[config.mk]
export PLATFORM = sky130hd
export DESIGN_NAME = sd_host_flat
export DESIGN_NICKNAME = d
export VERILOG_FILES = /design/src/rtl/sd_pkg.sv /design/src/rtl/sd_host_if.sv /design/src/rtl/sd_group_check.sv /design/src/rtl/sd_host.sv /design/src/flat_wrapper.sv
export SDC_FILE = /design/constraint.sdc
export NUM_CORES = 1
export LEC_CHECK = 0
export ABC_CLOCK_PERIOD_IN_PS = 4200
export CAP_MARGIN = 25
export CORE_ASPECT_RATIO = 1.4
export CORE_MARGIN = 4
export CORE_UTILIZATION = 57
export DETAILED_ROUTE_END_ITERATION = 8
export GPL_TIMING_DRIVEN = 0
export PLACE_DENSITY = 0.73
export SYNTH_ARGS = -nofsm -noshare
export SYNTH_HDL_FRONTEND = slang
export SYNTH_SLANG_ARGS = --single-unit
[constraint.sdc]
create_clock -name clk -period 4.2 [get_ports clk]
set_input_delay 0.84 -clock clk [delete_from_list [all_inputs] [get_ports clk]]
set_output_delay 0.84 -clock clk [all_outputs]
set_load 0.005 [all_outputs]
[src/rtl/sd_pkg.sv]
// Shared types and constants for the sudoku solver host (sd_host) and its grid checker.
package sd_pkg;

  localparam int unsigned SD_CELLS     = 81;
  localparam int unsigned SD_MAX_BLANK = 15;
  localparam logic [3:0]  SD_FAIL_CODE = 4'd10;

  typedef enum logic [2:0] {
    ST_IDLE,
    ST_SEND,
    ST_WAIT,
    ST_RECV,
    ST_CHECK,
    ST_DONE
  } sd_state_e;

  typedef enum logic [1:0] {
    SD_OK      = 2'd0,
    SD_FAIL    = 2'd1,
    SD_ERR     = 2'd2,
    SD_TIMEOUT = 2'd3
  } sd_status_e;

  function automatic logic [3:0] sd_box(input logic [3:0] row, input logic [3:0] col);
    return 4'((row / 4'd3) * 4'd3 + col / 4'd3);
  endfunction

endpackage

[src/rtl/sd_host_if.sv]
// Harness-facing bus of sd_host: board loading, run control, status and the solver stream ports.
interface sd_host_if;
  import sd_pkg::*;

  logic       load_valid;
  logic [3:0] load_data;
  logic       start;
  logic       busy;
  logic       sd_in_valid;
  logic [3:0] sd_in;
  logic       sd_out_valid;
  logic [3:0] sd_out;
  logic       done;
  sd_status_e status;

  // master: harness/solver side; slave: sd_host
  modport master (
    output load_valid, load_data, start, sd_out_valid, sd_out,
    input  busy, sd_in_valid, sd_in, done, status
  );

  modport slave (
    input  load_valid, load_data, start, sd_out_valid, sd_out,
    output busy, sd_in_valid, sd_in, done, status
  );

endinterface

[src/rtl/sd_group_check.sv]
// Row/column/box occupancy checker for a completed grid, one cell per cycle.
// Built only when SD_HOST_CHECK_EN is defined.
`ifdef SD_HOST_CHECK_EN
module sd_group_check
  import sd_pkg::*;
(
  input  logic       clk,
  input  logic       rst,
  input  logic       clr,
  input  logic       en,
  input  logic [3:0] val,
  input  logic [3:0] row,
  input  logic [3:0] col,
  output logic       bad,
  output logic       bad_c
);

  logic [8:0] row_m [9];
  logic [8:0] col_m [9];
  logic [8:0] box_m [9];
  logic [3:0] box;
  logic [8:0] onehot;
  logic       hit;

  // onehot of zero means blank or out-of-range digit
  always_comb begin
    box    = sd_box(row, col);
    onehot = '0;
    if (val >= 4'd1 && val <= 4'd9) onehot = 9'(1) << (val - 4'd1);
    hit    = en && ((onehot == '0) || ((row_m[row] & onehot) != '0) ||
                    ((col_m[col] & onehot) != '0) || ((box_m[box] & onehot) != '0));
    bad_c  = bad | hit;
  end

  always_ff @(posedge clk) begin
    if (rst || clr) begin
      for (int i = 0; i < 9; i++) begin
        row_m[i] <= '0;
        col_m[i] <= '0;
        box_m[i] <= '0;
      end
      bad <= 1'b0;
    end else if (en) begin
      row_m[row] <= row_m[row] | onehot;
      col_m[col] <= col_m[col] | onehot;
      box_m[box] <= box_m[box] | onehot;
      bad        <= bad | hit;
    end
  end

endmodule
`endif

[src/rtl/sd_host.sv]
// Host driver for the sudoku solver: buffers a board, streams it out, merges the answer, reports status.
// Define SD_HOST_CHECK_EN to build the post-solve grid verification pass.
module sd_host
  import sd_pkg::*;
#(
  parameter int unsigned NUM_BLANK = 15,
  parameter int unsigned TIMEOUT   = 100000
) (
  input  logic     clk,
  input  logic     rst,
  sd_host_if.slave bus
);

  localparam int unsigned TW    = $clog2(TIMEOUT + 1);
  localparam logic [TW-1:0] TLAST = TW'(TIMEOUT - 1);
  localparam logic [3:0] NB     = 4'(NUM_BLANK);
  localparam logic [3:0] NB_SAT = 4'(SD_MAX_BLANK);
  localparam logic [6:0] LAST   = 7'(SD_CELLS - 1);

  sd_state_e  state;
  logic [3:0] board [SD_CELLS];
  logic [6:0] blank_pos [SD_MAX_BLANK];
  logic [6:0] lidx;
  logic [6:0] idx;
  logic [3:0] nblank;
  logic [3:0] rcnt;
  logic       err;
  logic       ten;
  logic [TW-1:0] tcnt;

  logic       rx_act, rx_wr, rx_ten, rx_fin, rx_pass;
  sd_status_e rx_code;

`ifdef SD_HOST_CHECK_EN
  logic [3:0] row, col;
  logic       chk_bad, chk_bad_c;

  sd_group_check u_check (
    .clk   (clk),
    .rst   (rst),
    .clr   (state != ST_CHECK),
    .en    (state == ST_CHECK),
    .val   (board[idx]),
    .row   (row),
    .col   (col),
    .bad   (chk_bad),
    .bad_c (chk_bad_c)
  );
`endif

  // classify the solver response word seen this cycle (first word may arrive while in WAIT)
  always_comb begin
    rx_act  = (state == ST_RECV) || (state == ST_WAIT && bus.sd_out_valid);
    rx_wr   = 1'b0;
    rx_ten  = 1'b0;
    rx_fin  = 1'b0;
    rx_pass = 1'b0;
    rx_code = SD_ERR;
    if (rx_act) begin
      if (bus.sd_out_valid) begin
        if (ten) rx_fin = 1'b1;
        else if (rcnt == 4'd0 && bus.sd_out == SD_FAIL_CODE) rx_ten = 1'b1;
        else if (bus.sd_out == 4'd0 || bus.sd_out > 4'd9 || rcnt == NB) rx_fin = 1'b1;
        else rx_wr = 1'b1;
      end else if (ten) begin
        rx_fin  = 1'b1;
        rx_code = SD_FAIL;
      end else if (rcnt != NB || nblank != NB) begin
        rx_fin = 1'b1;
      end else begin
        rx_pass = 1'b1;
      end
    end
  end

  always_ff @(posedge clk) begin
    if (rst) begin
      state           <= ST_IDLE;
      bus.busy        <= 1'b0;
      bus.sd_in_valid <= 1'b0;
      bus.sd_in       <= 4'd0;
      bus.done        <= 1'b0;
      bus.status      <= SD_OK;
      lidx            <= '0;
      idx             <= '0;
      nblank          <= '0;
      rcnt            <= '0;
      err             <= 1'b0;
      ten             <= 1'b0;
      tcnt            <= '0;
      for (int i = 0; i < SD_CELLS; i++) board[i] <= 4'd0;
      for (int i = 0; i < SD_MAX_BLANK; i++) blank_pos[i] <= '0;
`ifdef SD_HOST_CHECK_EN
      row <= '0;
      col <= '0;
`endif
    end else begin
      bus.done <= 1'b0;
      case (state)
        ST_IDLE: begin
          if (bus.start) begin
            lidx            <= '0;
            idx             <= '0;
            nblank          <= '0;
            rcnt            <= '0;
            err             <= 1'b0;
            ten             <= 1'b0;
            bus.busy        <= 1'b1;
            bus.sd_in_valid <= 1'b1;
            bus.sd_in       <= board[0];
            state           <= ST_SEND;
          end else if (bus.load_valid) begin
            board[lidx] <= bus.load_data;
            lidx        <= (lidx == LAST) ? 7'd0 : lidx + 7'd1;
          end
        end
        // record blank positions while streaming so RECV can fill them in order
        ST_SEND: begin
          if (board[idx] == 4'd0 && nblank != NB_SAT) begin
            blank_pos[nblank] <= idx;
            nblank            <= nblank + 4'd1;
          end
          if (bus.sd_out_valid) err <= 1'b1;
          if (idx == LAST) begin
            bus.sd_in_valid <= 1'b0;
            bus.sd_in       <= 4'd0;
            tcnt            <= '0;
            state           <= ST_WAIT;
          end else begin
            idx       <= idx + 7'd1;
            bus.sd_in <= board[idx + 7'd1];
          end
        end
        ST_WAIT: begin
          if (bus.sd_out_valid) begin
            state <= ST_RECV;
          end else if (tcnt == TLAST) begin
            bus.status <= err ? SD_ERR : SD_TIMEOUT;
            bus.done   <= 1'b1;
            state      <= ST_DONE;
          end else begin
            tcnt <= tcnt + TW'(1);
          end
        end
        ST_RECV: ;
`ifdef SD_HOST_CHECK_EN
        ST_CHECK: begin
          if (idx == LAST) begin
            bus.status <= (err || chk_bad_c) ? SD_ERR : SD_OK;
            bus.done   <= 1'b1;
            state      <= ST_DONE;
          end else begin
            idx <= idx + 7'd1;
            if (col == 4'd8) begin
              col <= 4'd0;
              row <= row + 4'd1;
            end else begin
              col <= col + 4'd1;
            end
          end
        end
`endif
        ST_DONE: begin
          bus.busy <= 1'b0;
          state    <= ST_IDLE;
        end
        default: state <= ST_IDLE;
      endcase

      // response handling shared by the first word in WAIT and all of RECV
      if (rx_wr) begin
        if (nblank == NB) board[blank_pos[rcnt]] <= bus.sd_out;
        rcnt <= rcnt + 4'd1;
      end
      if (rx_ten) ten <= 1'b1;
      if (rx_fin) begin
        bus.status <= err ? SD_ERR : rx_code;
        bus.done   <= 1'b1;
        state      <= ST_DONE;
      end
      if (rx_pass) begin
`ifdef SD_HOST_CHECK_EN
        idx   <= '0;
        row   <= '0;
        col   <= '0;
        state <= ST_CHECK;
`else
        bus.status <= err ? SD_ERR : SD_OK;
        bus.done   <= 1'b1;
        state      <= ST_DONE;
`endif
      end
    end
  end

endmodule

[src/flat_wrapper.sv]
// flat-port wrapper written by rule: the top's interface ports become plain ports
module sd_host_flat import sd_pkg::*;
#(
  parameter int unsigned NUM_BLANK = 15,
  parameter int unsigned TIMEOUT   = 100000
)
  (clk, rst, bus_load_valid, bus_load_data, bus_start, bus_sd_out_valid, bus_sd_out, bus_busy, bus_sd_in_valid, bus_sd_in, bus_done, bus_status);
  sd_host_if bus_i ();
  input  logic clk;
  input  logic rst;
  input wire logic [$bits(bus_i.load_valid)-1:0] bus_load_valid;
  input wire logic [$bits(bus_i.load_data)-1:0] bus_load_data;
  input wire logic [$bits(bus_i.start)-1:0] bus_start;
  input wire logic [$bits(bus_i.sd_out_valid)-1:0] bus_sd_out_valid;
  input wire logic [$bits(bus_i.sd_out)-1:0] bus_sd_out;
  output wire logic [$bits(bus_i.busy)-1:0] bus_busy;
  output wire logic [$bits(bus_i.sd_in_valid)-1:0] bus_sd_in_valid;
  output wire logic [$bits(bus_i.sd_in)-1:0] bus_sd_in;
  output wire logic [$bits(bus_i.done)-1:0] bus_done;
  output wire logic [$bits(bus_i.status)-1:0] bus_status;
  assign bus_i.load_valid = bus_load_valid;
  assign bus_i.load_data = bus_load_data;
  assign bus_i.start = bus_start;
  assign bus_i.sd_out_valid = bus_sd_out_valid;
  assign bus_i.sd_out = bus_sd_out;
  assign bus_busy = bus_i.busy;
  assign bus_sd_in_valid = bus_i.sd_in_valid;
  assign bus_sd_in = bus_i.sd_in;
  assign bus_done = bus_i.done;
  assign bus_status = bus_i.status;
  sd_host #(.NUM_BLANK(NUM_BLANK), .TIMEOUT(TIMEOUT)) u_core (.clk(clk), .rst(rst), .bus(bus_i));
endmodule
==> flow_metrics.env <==
export IMPL_status="finished, violations left"
export IMPL_violations="setup timing"
export IMPL_die_w_um=210
export IMPL_grt_pass1_wl_um=172000
export IMPL_fmax_mhz=235
export IMPL_cp_common_cell="buf_4"
export IMPL_drv_cap=0
export IMPL_vias_per_cell=7.28
export IMPL_ys_ff_latch=688
export IMPL_row_count=103
export IMPL_cts_sinks=688
export IMPL_crit_type="register to register"
export IMPL_clkLatencyLatePin_ns=0.62
export IMPL_via_count=24500
export IMPL_grtUsageTotal=0.401
export IMPL_p_per_area_nw_per_um2=424
export IMPL_grt_overflow=0
export IMPL_crit_path_top_delay_cell="o41ai_2"
export IMPL_finalWeightedCongestion=1.06
export IMPL_hold_class="register to register"
export IMPL_end_kind="register"
export IMPL_drc=0
export IMPL_core_um2=56400
export IMPL_fillers=4058
export IMPL_start_util=0.575
export IMPL_cts_made_buffers=68
export IMPL_dp_hpwl_um=88900
export IMPL_syn_inst=2423
export IMPL_antenna_found_initial=5
export IMPL_port_buffers=21
export IMPL_drt_iter0_markers=3758
export IMPL_grt_pass1_vias=24000
export IMPL_ys_warn_count=0
export IMPL_path_cells="buf_4, buf_4, clkbuf_2, buf_8, a211oi_1, o41ai_2, o22ai_2, nor4_2, nor3b_4, buf_4, nand2_1, o21ai_1, clkbuf_4"
export IMPL_p_total_mw=15.9
export IMPL_min_period_ns=4.26
export IMPL_final_core_util=0.664
export IMPL_required_ns=4.52
export IMPL_cts_root_buf="clkbuf_16"
export IMPL_vdd_ir_drop_worst_mv=0.403
export IMPL_fin_skew_ns=0.0235
export IMPL_start_kind="register"
export IMPL_fin_nets=2601
export IMPL_final_antenna_net_count=0
export IMPL_finalSetupViolCount=24
export IMPL_worst_hold_slack_ns=0.439
export IMPL_ys_seq_area_frac=0.617
export IMPL_cts_path_max_buffers=3
export IMPL_die_area_um2=60800
export IMPL_dieHeight_um=290
export IMPL_synth_area_per_cell_um2=13.4
export IMPL_clkSlewWorstSetupHoldPaths_ns=0.07
export IMPL_timing_slew_headroom=0.160
export IMPL_crit_path_max_incr_delay_ns=0.46
export IMPL_setup_slack_ns=-0.0613
export IMPL_maxSlewViolCount=0
export IMPL_worst_slew_pin_slew_ns=1.26
export IMPL_firstDrtPassIters=8
export IMPL_ys_types=78
export IMPL_cts_htree_levels=3
export IMPL_finalHoldViolCount=0
export IMPL_routed_wl_um=124000
export IMPL_wl_per_cell_um=36.7
export IMPL_worst_ep_arrival_time_ns=4.58
export IMPL_synth_edf_count=624
export IMPL_final_layout_size_suffix_gt1_frac=0.232
export IMPL_async_flop_share=0
export IMPL_grt_max_degree=56
export IMPL_syn_area_um2=32400
export IMPL_num_io_pins=22
export IMPL_yosys_most_used_dff="edfxtp_1"
export IMPL_cellLeakagePower_nw=11.7
export IMPL_syn_to_final_growth_pct=15.5
export IMPL_cts_tree="yes"
export IMPL_critPathMaxFanout=10
export IMPL_period_share=1.01
[critical path, delay by kind of cell, from the launching register on]
kind	cells	cell delay, ns
compound gates	4	1.06
buf+inv	6	1.66
flops	1	0.35
simple gates	3	0.87
[routing by layer]
| metal | wire, µm | up-vias | share of wire | track usage |
|---|---|---|---|---|
| li1 | - | 9628 | - | - |
| met1 | 38100 | 12100 | 0.31 | 0.459 |
| met2 | 58800 | 2144 | 0.48 | 0.649 |
| met3 | 14600 | 634 | 0.12 | 0.109 |
| met4 | 12100 | 0 | 0.098 | 0.287 |
| met5 | 0 | - | 0 | 0 |
[cells by family (layout without fill, tap and decap cells)]
kind of cell | after synthesis | in the layout | synth area share
compound gates | 243 | 243 | 0.0460
flops | 688 | 688 | 0.617
buf+inv | 196 | 394 | 0.0245
other cells | 1 | 13 | 0.000116
mux | 250 | 250 | 0.160
xor+xnor | 19 | 19 | 0.00513
simple gates | 1015 | 1015 | 0.143
fa+ha+maj | 11 | 11 | 0.00424
[path summary, 6_finish.rpt]
check	start	endpoint	slack [ns]	cells after the start
max	register	u_core.blank_pos[6][2]	-0.06	13
min	u_core.idx[4]	u_core.blank_pos[15][4]	0.44	0
max reg2reg	register	u_core.blank_pos[6][2]	-0.06	13
min reg2reg	u_core.idx[4]	u_core.blank_pos[15][4]	0.44	0
[cell usage after synthesis, types with 7 or more instances]
library cell	instances	area, µm²
nand3_1	54	270
or4_1	25	188
nand2_1	101	379
inv_1	20	75.1
a211oi_1	17	128
mux2_2	17	191
o211ai_1	13	97.6
nor2b_1	9	56.3
mux4_2	195	4390
mux4_1	14	368
a21oi_1	43	215
o21ai_0	108	541
clkbuf_1	136	510
edfxtp_1	624	18700
dfxtp_1	64	1280
nor4_1	49	307
nor3_1	82	410
ha_1	11	138
buf_1	19	71.3
or4b_2	7	70.1
xor2_1	12	105
or3_1	27	169
nand4_1	12	75.1
nor2_1	579	2170
nand2b_1	16	100
buf_2	10	50.1
xnor2_1	7	61.3
mux2i_1	23	230
[through the flow]
step | cell area, µm² | TNS (ns) | instances | worst slack (ns)
global placement | 33600 | -2600.77 | 3185 | -4.08
finish | 37500 | -0.789 | 3368 | -0.0613
global route | 37500 | -0.360 | 3362 | -0.0300
CTS | 36900 | -1.08 | 3347 | -0.113
detailed placement | 34000 | -1559.59 | 3222 | -2.66
floorplan | 32500 | 0 | 2429 | 0.256
[layout by cell type, fill, tap and decap left out, types with 15 or more instances in the layout]
cell,instances
a211oi_1,16
a21oi_1,42
buf_2,17
buf_4,34
buf_6,15
buf_8,24
clkbuf_1,91
clkbuf_16,71
clkbuf_2,23
clkbuf_4,16
clkdlybuf4s50_1,21
clkinv_1,17
dfxtp_1,60
edfxtp_1,624
inv_1,19
mux2_2,17
mux2i_1,16
mux4_2,195
nand2_1,95
nand3_1,36
nor2_1,560
nor2_2,20
nor3_1,81
nor4_1,46
o21ai_0,30
o21ai_1,28
o21ai_2,42
or3_1,27
or4_1,25
[registers in the layout, summed over array words and instances, names as in the netlist, named ones only]
register and flops:
u_core.board 512, u_core.blank_pos 112, u_core.tcnt 17, u_core.idx 7, u_core.lidx 7, u_core.bus.sd_in 4, u_core.nblank 4, u_core.rcnt 4
u_core.state 3, u_core.bus.status 2, u_core.bus.busy 1, u_core.bus.done 1, u_core.bus.sd_in_valid 1, u_core.err 1, u_core.ten 1
[cell type report]
| type | instances | area, µm² | share of cell area |
|---|---|---|---|
| Clock buffer | 80 | 1810 | 0.0483 |
| Inverter | 26 | 126 | 0.00337 |
| Timing Repair Buffer | 85 | 902 | 0.0241 |
| Clock inverter | 40 | 408 | 0.0109 |
| Buffer | 163 | 913 | 0.0244 |
| Antenna cell | 6 | 15.0 | 0.000401 |
| Multi-Input combinational cell | 1545 | 12300 | 0.330 |
| Tap cell | 735 | 920 | 0.0245 |
| Sequential cell | 688 | 20000 | 0.534 |
[power breakdown]
part	total (mW)	switching (mW)	internal, mW
Combinational	1.87	1.11	0.756
Sequential	7.80	0.136	7.66
Clock	6.23	2.65	3.58
Total	15.9	3.89	12.0
[timing repair]
action / in CTS / in global routing
pin swaps: 4 / 6
buffers inserted: 10 / 7
gates resized for setup: 270 / 125
hold buffers: 0 / 0
setup endpoints to repair: 1171 / 769
(Power assumes the default switching activity.)
